$ cat src/rtl/trace_encoder.sv
// Debug trace encoder: maps decoder control vectors back to 3-bit opcodes, queues
// them in a small FIFO and shifts them out as parity-protected serial frames.
module trace_encoder #(
  parameter int DEPTH      = 4,
  parameter int BIT_CYCLES = 1
) (
  input  logic                     clk,
  input  logic                     rst_n,
  input  logic                     trace_en,
  input  logic                     valid,
  input  logic                     bez,
  input  logic                     ja,
  input  logic                     op1,
  input  logic [1:0]               op2,
  input  logic                     writeReg,
  input  logic                     writex8,
  input  logic [1:0]               x8Sel,
  input  logic                     clr_ovf,
  output logic                     tx_data,
  output logic                     tx_busy,
  output logic                     ovf,
  output logic [7:0]               drop_cnt,
  output logic [$clog2(DEPTH):0]   fifo_level
);

  localparam int AW = $clog2(DEPTH);
  localparam int LW = AW + 1;
  localparam int CW = (BIT_CYCLES > 1) ? $clog2(BIT_CYCLES) : 1;

  typedef enum logic [1:0] {IDLE, SEND, STOP} state_t;

  // Entry layout {ill, amb, op[2:0]}; add and lr share a vector, hence amb.
  function automatic logic [4:0] encode(input logic [8:0] v);
    logic [4:0] e;
    case (v)
      9'b1_0_0_01_0_0_00: e = 5'b0_0_000;
      9'b0_0_0_00_0_1_01: e = 5'b0_0_001;
      9'b0_1_1_01_0_0_00: e = 5'b0_0_010;
      9'b0_0_0_00_0_1_00: e = 5'b0_1_011;
      9'b0_0_1_00_0_1_10: e = 5'b0_0_101;
      9'b0_0_0_00_1_0_00: e = 5'b0_0_110;
      9'b0_0_0_00_0_0_00: e = 5'b0_0_111;
      default:            e = 5'b1_0_111;
    endcase
    return e;
  endfunction

  function automatic logic parity(input logic [4:0] e);
    return ^e;
  endfunction

  // Bit 0 goes out first: start, op[0..2], amb, ill, parity.
  function automatic logic [6:0] frame(input logic [4:0] e);
    return {parity(e), e[4], e[3], e[2:0], 1'b1};
  endfunction

  logic [4:0]    mem_r [DEPTH];
  logic [AW-1:0] wr_ptr_r, rd_ptr_r;
  logic [LW-1:0] level_r;
  logic          ovf_r;
  logic [7:0]    drop_cnt_r;
  state_t        state_r, state_next_s;
  logic [CW-1:0] cnt_r, cnt_next_s;
  logic [2:0]    bit_r, bit_next_s;
  logic [6:0]    shreg_r, shreg_next_s;
  logic          tx_data_r, tx_next_s;
  logic          tx_busy_r;
  logic          pop_s, push_req_s, push_s, drop_s, full_s, empty_s;
  logic [4:0]    entry_s;

  assign entry_s    = encode({bez, ja, op1, op2, writeReg, writex8, x8Sel});
  assign push_req_s = valid & trace_en;
  assign full_s     = (level_r == LW'(DEPTH));
  assign empty_s    = (level_r == {LW{1'b0}});
  assign push_s     = push_req_s & (~full_s | pop_s);
  assign drop_s     = push_req_s & full_s & ~pop_s;

  // FIFO storage; contents need no reset since the level qualifies them.
  always_ff @(posedge clk) begin
    if (push_s) begin
      mem_r[wr_ptr_r] <= entry_s;
    end
  end

  // FIFO pointers and occupancy.
  always_ff @(posedge clk) begin
    if (!rst_n) begin
      wr_ptr_r <= {AW{1'b0}};
      rd_ptr_r <= {AW{1'b0}};
      level_r  <= {LW{1'b0}};
    end else begin
      if (push_s) wr_ptr_r <= wr_ptr_r + {{(AW-1){1'b0}}, 1'b1};
      if (pop_s)  rd_ptr_r <= rd_ptr_r + {{(AW-1){1'b0}}, 1'b1};
      case ({push_s, pop_s})
        2'b10:   level_r <= level_r + {{(LW-1){1'b0}}, 1'b1};
        2'b01:   level_r <= level_r - {{(LW-1){1'b0}}, 1'b1};
        default: level_r <= level_r;
      endcase
    end
  end

  // Overflow flag and saturating drop counter; a drop beats a same-cycle clear.
  always_ff @(posedge clk) begin
    if (!rst_n) begin
      ovf_r      <= 1'b0;
      drop_cnt_r <= 8'd0;
    end else if (drop_s) begin
      ovf_r      <= 1'b1;
      drop_cnt_r <= clr_ovf ? 8'd1 : ((drop_cnt_r == 8'hFF) ? 8'hFF : drop_cnt_r + 8'd1);
    end else if (clr_ovf) begin
      ovf_r      <= 1'b0;
      drop_cnt_r <= 8'd0;
    end else begin
      ovf_r      <= ovf_r;
      drop_cnt_r <= drop_cnt_r;
    end
  end

  // Serializer next-state, pop and next line value.
  always_comb begin
    state_next_s = state_r;
    cnt_next_s   = cnt_r;
    bit_next_s   = bit_r;
    shreg_next_s = shreg_r;
    tx_next_s    = 1'b0;
    pop_s        = 1'b0;
    case (state_r)
      IDLE: begin
        if (!empty_s) begin
          pop_s        = 1'b1;
          shreg_next_s = frame(mem_r[rd_ptr_r]);
          tx_next_s    = 1'b1;
          cnt_next_s   = {CW{1'b0}};
          bit_next_s   = 3'd0;
          state_next_s = SEND;
        end else begin
          tx_next_s = 1'b0;
        end
      end
      SEND: begin
        tx_next_s = shreg_r[0];
        if (cnt_r == CW'(BIT_CYCLES - 1)) begin
          cnt_next_s = {CW{1'b0}};
          if (bit_r == 3'd6) begin
            state_next_s = STOP;
            tx_next_s    = 1'b0;
          end else begin
            bit_next_s   = bit_r + 3'd1;
            shreg_next_s = {1'b0, shreg_r[6:1]};
            tx_next_s    = shreg_r[1];
          end
        end else begin
          cnt_next_s = cnt_r + {{(CW-1){1'b0}}, 1'b1};
        end
      end
      STOP: begin
        if (cnt_r == CW'(BIT_CYCLES - 1)) begin
          cnt_next_s   = {CW{1'b0}};
          state_next_s = IDLE;
        end else begin
          cnt_next_s = cnt_r + {{(CW-1){1'b0}}, 1'b1};
        end
      end
      default: begin
        state_next_s = IDLE;
      end
    endcase
  end

  // Serializer registers; reset truncates any frame in flight.
  always_ff @(posedge clk) begin
    if (!rst_n) begin
      state_r   <= IDLE;
      cnt_r     <= {CW{1'b0}};
      bit_r     <= 3'd0;
      shreg_r   <= 7'd0;
      tx_data_r <= 1'b0;
      tx_busy_r <= 1'b0;
    end else begin
      state_r   <= state_next_s;
      cnt_r     <= cnt_next_s;
      bit_r     <= bit_next_s;
      shreg_r   <= shreg_next_s;
      tx_data_r <= tx_next_s;
      tx_busy_r <= (state_next_s != IDLE);
    end
  end

  assign tx_data    = tx_data_r;
  assign tx_busy    = tx_busy_r;
  assign ovf        = ovf_r;
  assign drop_cnt   = drop_cnt_r;
  assign fifo_level = level_r;

endmodule

$ cat config.mk
export PLATFORM = sky130hd
export DESIGN_NAME = trace_encoder
export DESIGN_NICKNAME = d
export VERILOG_FILES = /design/src/rtl/trace_encoder.sv
export SDC_FILE = /design/constraint.sdc
export NUM_CORES = 1
export LEC_CHECK = 0
export CAP_MARGIN = 20
export CORE_MARGIN = 3
export CORE_UTILIZATION = 32
export CTS_BUF_LIST = sky130_fd_sc_hd__clkbuf_2 sky130_fd_sc_hd__clkbuf_4 sky130_fd_sc_hd__clkbuf_8
export CTS_CLUSTER_SIZE = 25
export DETAILED_ROUTE_END_ITERATION = 6
export HOLD_SLACK_MARGIN = 0.03
export PLACE_DENSITY_LB_ADDON = 0.08
export SLEW_MARGIN = 20
export SYNTH_ARGS = -nofsm -noshare
export SYNTH_HDL_FRONTEND = slang
export SYNTH_SLANG_ARGS = --single-unit
export TNS_END_PERCENT = 50
$ cat constraint.sdc
create_clock -name clk -period 2.61 [get_ports clk]
set_clock_uncertainty 0.05 [all_clocks]
set_input_delay 0.522 -clock clk [delete_from_list [all_inputs] [get_ports clk]]
set_output_delay 0.522 -clock clk [all_outputs]
set_load 0.01 [all_outputs]
-- After elaboration in Yosys (flattened, before gate mapping)
Memory sizes are Yosys's and may differ from the RTL's. A register that Yosys moved wholly into a read port is not among the register bits.
Index checks and enable logic that the tools add are counted.
- output and inout bits: 14
- memories: 1
- memory bits (writable): 20
- flip-flop bits (word level): 31
- memories (name ; depth ; bits a word ; rd ports ; clocked after Yosys merged registers in ; wr ports ; line ; source):
    mem_r ; 4 ; 5 ; 1 ; 1 ; 1 ; 57 ; logic [4:0] mem_r [DEPTH];
- add/subtract/negate cells: 7
- multiplexer cells: 33
- bitwise logic cells: 7
- equal/unequal tests: 16
- reduce and logical (&&, ||, !) cells: 12
- operators with widths (cell ; count):
    one-hot mux 5 bit (7 select lines) ; 1
    two-way mux 8 bit ; 4
    two-way mux 7 bit ; 3
    equality test 9 x 3 -> 1 bit (second input constant) ; 2
    one-hot mux 7 bit (2 select lines) ; 1
    two-way mux 2 bit ; 6
    one-hot mux 3 bit (2 select lines) ; 2
    two-way mux 1 bit ; 10
    nonzero test 2 bit ; 5
    equality test 9 x 4 -> 1 bit (second input constant) ; 1
    equality test 9 x 7 -> 1 bit (second input constant) ; 1
    equality test 9 x 8 -> 1 bit (second input constant) ; 1
    equality test 9 bit (second input constant) ; 1
    logical NOT 9 bit ; 1
    two-way mux 3 bit ; 3
    adder 8 x 1 -> 8 bit (second input constant) ; 1
    equality test 8 bit (second input constant) ; 1
    adder 3 x 1 -> 3 bit (second input constant) ; 2
    equality test 3 bit (second input constant) ; 2
    != test 2 bit (second input constant) ; 3
    one-hot mux 2 bit (3 select lines) ; 1
    XOR reduction 5 bit ; 1
    adder 2 x 1 -> 2 bit (second input constant) ; 2
    AND 1 bit ; 4
    12 further kinds ; 16

-- Longest topological paths before layout
- depth after elaboration: 7
- gate-level depth with buffers: 9
- depth with buffers taken out: 9

-- Least setup slack after synthesis
No wires, ideal clock.
- path type: reg-to-reg
- from: reg level_r[2], in the netlist fifo_level[2]
- to: reg level_r[2], in the netlist fifo_level[2]
- clock period less this slack: 2211 ps
- data arrival time: 2091 ps
- path buffers: 0
- required time: 2490 ps
- slack: 399 ps
- cell stages (with the launch flop): 10
- library setup time: 70 ps
- path through: dfxtp_1 -> nor3b_1 -> a21oi_1 -> inv_1 -> ha_1 -> inv_1 -> fa_1 -> xor2_1 -> or3_1 -> a21boi_1
- word-level cells in the longest chain between the ends: 7
- elaborated cells between the ends (all ways): 13
- classes of those cells: 2 x add/sub; 3 x eq/ne; 3 x mux; 3 x bitwise; 2 x reduce/logical
- RTL lines (item ; line ; source):
    from (decl) ; 59 ; logic [LW-1:0] level_r;
    from (signal assigned) ; 90 ; level_r <= {LW{1'b0}};
    from (signal assigned) ; 95 ; 2'b10: level_r <= level_r + {{(LW-1){1'b0}}, 1'b1};
    from (signal assigned) ; 96 ; 2'b01: level_r <= level_r - {{(LW-1){1'b0}}, 1'b1};
    logical NOT 3 bit ; 74 ; assign empty_s = (level_r == {LW{1'b0}});
    two-way mux 1 bit ; 129 ; if (!empty_s) begin
    two-way mux 1 bit ; 127 ; case (state_r)
    OR 1 bit ; 75 ; assign push_s = push_req_s & (~full_s | pop_s);
    AND 1 bit ; 75 ;
    equality test 2 x 1 -> 1 bit / equality test 2 bit (equally long branches) ; 94 ; case ({push_s, pop_s})
    one-hot mux 3 bit (2 select lines) / nonzero test 2 bit (equally long branches) ; - ;
Several ways; a longest one is shown, not always the timed one.
A chain may end at the register's enable or synchronous reset.

-- Worst setup path in the final report
Ends and elaborated chain as after synthesis.

==> qor.yml <==
tightestPinTransition_ns: 0.668
met1_usage_pct: 16.0
yosysSeqAreaShare_pct: 50.7
rr_worst_depth: 9
firstDrtPassIters: 4
drive_above_1_share_pct: 6.67
critPathKind: "reg -> reg"
io_pins: 28
finalSetupTns_ns: 0
cts_tree: "built"
syn-num-nets: 243
synth-seq-cells: 51
regToRegSetupSlack_ns: 0.28
arrival_ns: 2.52
synth-async-reset-ratio_pct: 0
setup.worst_path.start: "fifo_level[2]$_SDFFE_PN0P_"
combPwrFrac_pct: 31.9
synthCells: 220
final.fill_count: 736
yosys.area.top_type_share_pct: 25.8
r2r_end: "fifo_level[2]$_SDFFE_PN0P_"
cellPowerDensity_nw_per_um2: 783
via_per_inst: 4.85
synth_ff_type: "dfxtp_1"
gp_congestion: 0.772
path_cells: "nor3b_1, a21oi_1, inv_1, ha_1, inv_1, fa_1, xor2_1, or3_1, a21boi_1"
relSlewSlack_pct: 55.2
fmaxAchievable_mhz: 429
netSwitchingPower_uw: 704
grt_util_met3_pct: 2.27
final_nets: 277
route.detailed.drc: 0
io_buffers: 27
seq_power_share_pct: 44.8
yosys.cell_types.count: 49
synth_area_sq_um: 2410
startpoint_type: "flop"
synth_top_area_cell: "dfxtp_1"
cts_made_buffers: 5
wl_per_cell_microns: 13.6
post-route-period-util_pct: 89.2
power.internal_mw: 1.58
fp.dieH_microns: 92.7
die_width_microns: 92.7
hpwl_microns: 3590
r2r_start: "fifo_level[2]$_SDFFE_PN0P_"
setup_viol: 0
crit_cells: 9
use_met2_pct: 19.0
n_antenna_cell: 0
rsz0062_at_grt: "no"
synth_area_leaders: "dfxtp_1 (26%), edfxtp_1 (25%), ha_1 (4.2%)"
p_leak_nw: 1.02
slew_viol_final: 0
start_util_pct: 34.1
core_sq_um: 7060
grt_pass1_wl_microns: 8090
slowest_delay_ns: 0.40
antenna_found_initial: 0
fp-row-count: 30
root_buffer: "clkbuf_8"
slowest_stage: "dfxtp_1"
final_area_sq_um: 2920
switching_share_pct: 30.8
finish.utilization_pct: 41.4
insertion_delay_ns: 0.30
setup_slack_ns: 0.281
vias: 1703
cp.required_ns: 2.80
fin_hold_ws_ns: 0.417
htreeDepth: 2
cts.path.max_buffers: 2
finalCriticalPeriod_ns: 2.33
pwr-share-clk_pct: 23.3
yosysWarnings: 0
routed_wl_microns: 4780
peakVddDrop_v: 0.000271
crit_top_cell: "inv_1"
grt.overflow.total: 0
avgSynthCellArea_sq_um: 10.9
endpoint: "fifo_level[2]$_SDFFE_PN0P_"
cts_resized: 0
postCtsSetupRepairBufs: 0
worstPathMaxFanout: 5
drt_iter0_markers: 38
grt_pass1_vias: 1633
placed_area_sq_um: 2810
hp-class: "reg -> reg"
grt_max_degree: 16
cp-end-kind: "flop"
syn_to_final_growth_pct: 21.3
track_usage_pct: 11.8
path_clk_slew_ns: 0.09
outcome: "finished, final reports clean"
crit_buf_inv: 2
maxCapViolations: 0
pre_cts_ws_ns: 0.0771
cts.sinks: 51
ant_nets: 0
grt-busiest-layer: "met2"
synth_edf_count: 20
die_area_sq_um: 8600
path_delay_family: "simple AND/OR/NAND/NOR gates"
cts_hold_buf: 0
finalHoldViolations: 0
## synth_stat cells (3+ instances only)
cell type,n
inv_1,14
nor3_1,7
clkbuf_1,4
o21a_1,3
or3_1,5
mux2i_1,6
nor2_1,13
o21ai_0,6
o21ai_1,7
nand4_1,7
a21oi_1,9
nand2_1,9
nand2b_1,4
xnor2_1,5
nand3b_1,4
edfxtp_1,20
nand3_1,8
and2_1,10
ha_1,8
dfxtp_1,31
mux4_1,3
## cell families (layout without fill, tap and decap cells)
kind of cell / count (synthesis) / count (layout) / share of synthesized area (%)
fa+ha+maj: 9 / 9 / 4.99
xor+xnor: 8 / 8 / 3.48
flops: 51 / 51 / 50.7
buf+inv: 21 / 56 / 3.59
simple gates: 81 / 81 / 19.0
mux: 11 / 11 / 7.64
compound gates: 39 / 39 / 10.6
## layout by cell type (no fill, tap or decap), drive strengths merged, types with 3 or more instances in the layout
| master | count |
|---|---|
| dfxtp | 31 |
| clkdlybuf4s50 | 27 |
| edfxtp | 20 |
| inv | 15 |
| nor2 | 13 |
| o21ai | 13 |
| and2 | 10 |
| nand2 | 9 |
| a21oi | 9 |
| nand3 | 8 |
| ha | 8 |
| nor3 | 7 |
| nand4 | 7 |
| mux2i | 6 |
| buf | 6 |
| or3 | 5 |
| xnor2 | 5 |
| clkbuf | 5 |
| mux4 | 5 |
| nand3b | 4 |
| nand2b | 4 |
| o21a | 3 |
## how the worst min path moves through the flow
stage | from | to | slack, ns | depth (start not counted)
2_1_floorplan | shreg_r[2]$_SDFFE_PN0P_ | shreg_r[2]$_SDFFE_PN0P_ | 0.39 | 2
3_3_place_gp | shreg_r[1]$_SDFFE_PN0P_ | shreg_r[1]$_SDFFE_PN0P_ | 0.41 | 2
3_5_place_dp | ovf$_SDFFE_PN0P_ | ovf$_SDFFE_PN0P_ | 0.41 | 2
4_1_cts | shreg_r[5]$_SDFFE_PN0P_ | shreg_r[5]$_SDFFE_PN0P_ | 0.42 | 2
5_1_grt | ovf$_SDFFE_PN0P_ | ovf$_SDFFE_PN0P_ | 0.44 | 2
6_report | shreg_r[2]$_SDFFE_PN0P_ | shreg_r[2]$_SDFFE_PN0P_ | 0.42 | 2
## state kept, by name, indices dropped and copies added, names as in the netlist, named ones only
signal and cells:
ovf 1, bit_r 3, wr_ptr_r 2, drop_cnt 8
tx_busy 1, shreg_r 6, fifo_level 3, state_r 2
mem_r 20, rd_ptr_r 2, tx_data 1
## per-stage QoR
stage | cells | power (mW)
2_1_floorplan | 220 | 1.55
6_report | 351 | 2.29
4_1_cts | 351 | 2.32
3_5_place_dp | 343 | 1.78
3_3_place_gp | 343 | 1.78
5_1_grt | 351 | 2.45
## power groups by stage
stage / sequential [mW] / combinational [mW] / clock [mW]
2_1_floorplan: 1.03 / 0.525 / 0
6_report: 1.02 / 0.730 / 0.532
5_1_grt: 1.04 / 0.819 / 0.591
3_3_place_gp: 1.04 / 0.737 / 0
3_5_place_dp: 1.04 / 0.737 / 0
4_1_cts: 1.03 / 0.741 / 0.557
## routing by layer
metal	routed length (microns)	part of all wire, %
met1	2350	49
met4	58	1.2
met5	0	0
met2	2200	46
met3	173	3.6
## final cells by class
type | instances | area (sq um) | share of cell area (%)
Tap cell | 96 | 120 | 4.11
Clock inverter | 3 | 38.8 | 1.33
Inverter | 15 | 56.3 | 1.93
Multi-Input combinational cell | 148 | 1100 | 37.7
Clock buffer | 5 | 68.8 | 2.36
Sequential cell | 51 | 1220 | 41.8
Timing Repair Buffer | 33 | 315 | 10.8
## tightest hold or removal path, cell delays in order (launching register included)
cell and delay, ns:
dfxtp_1 0.32, nand4_1 0.06, o21ai_1 0.05
(Power assumes the default switching activity.)
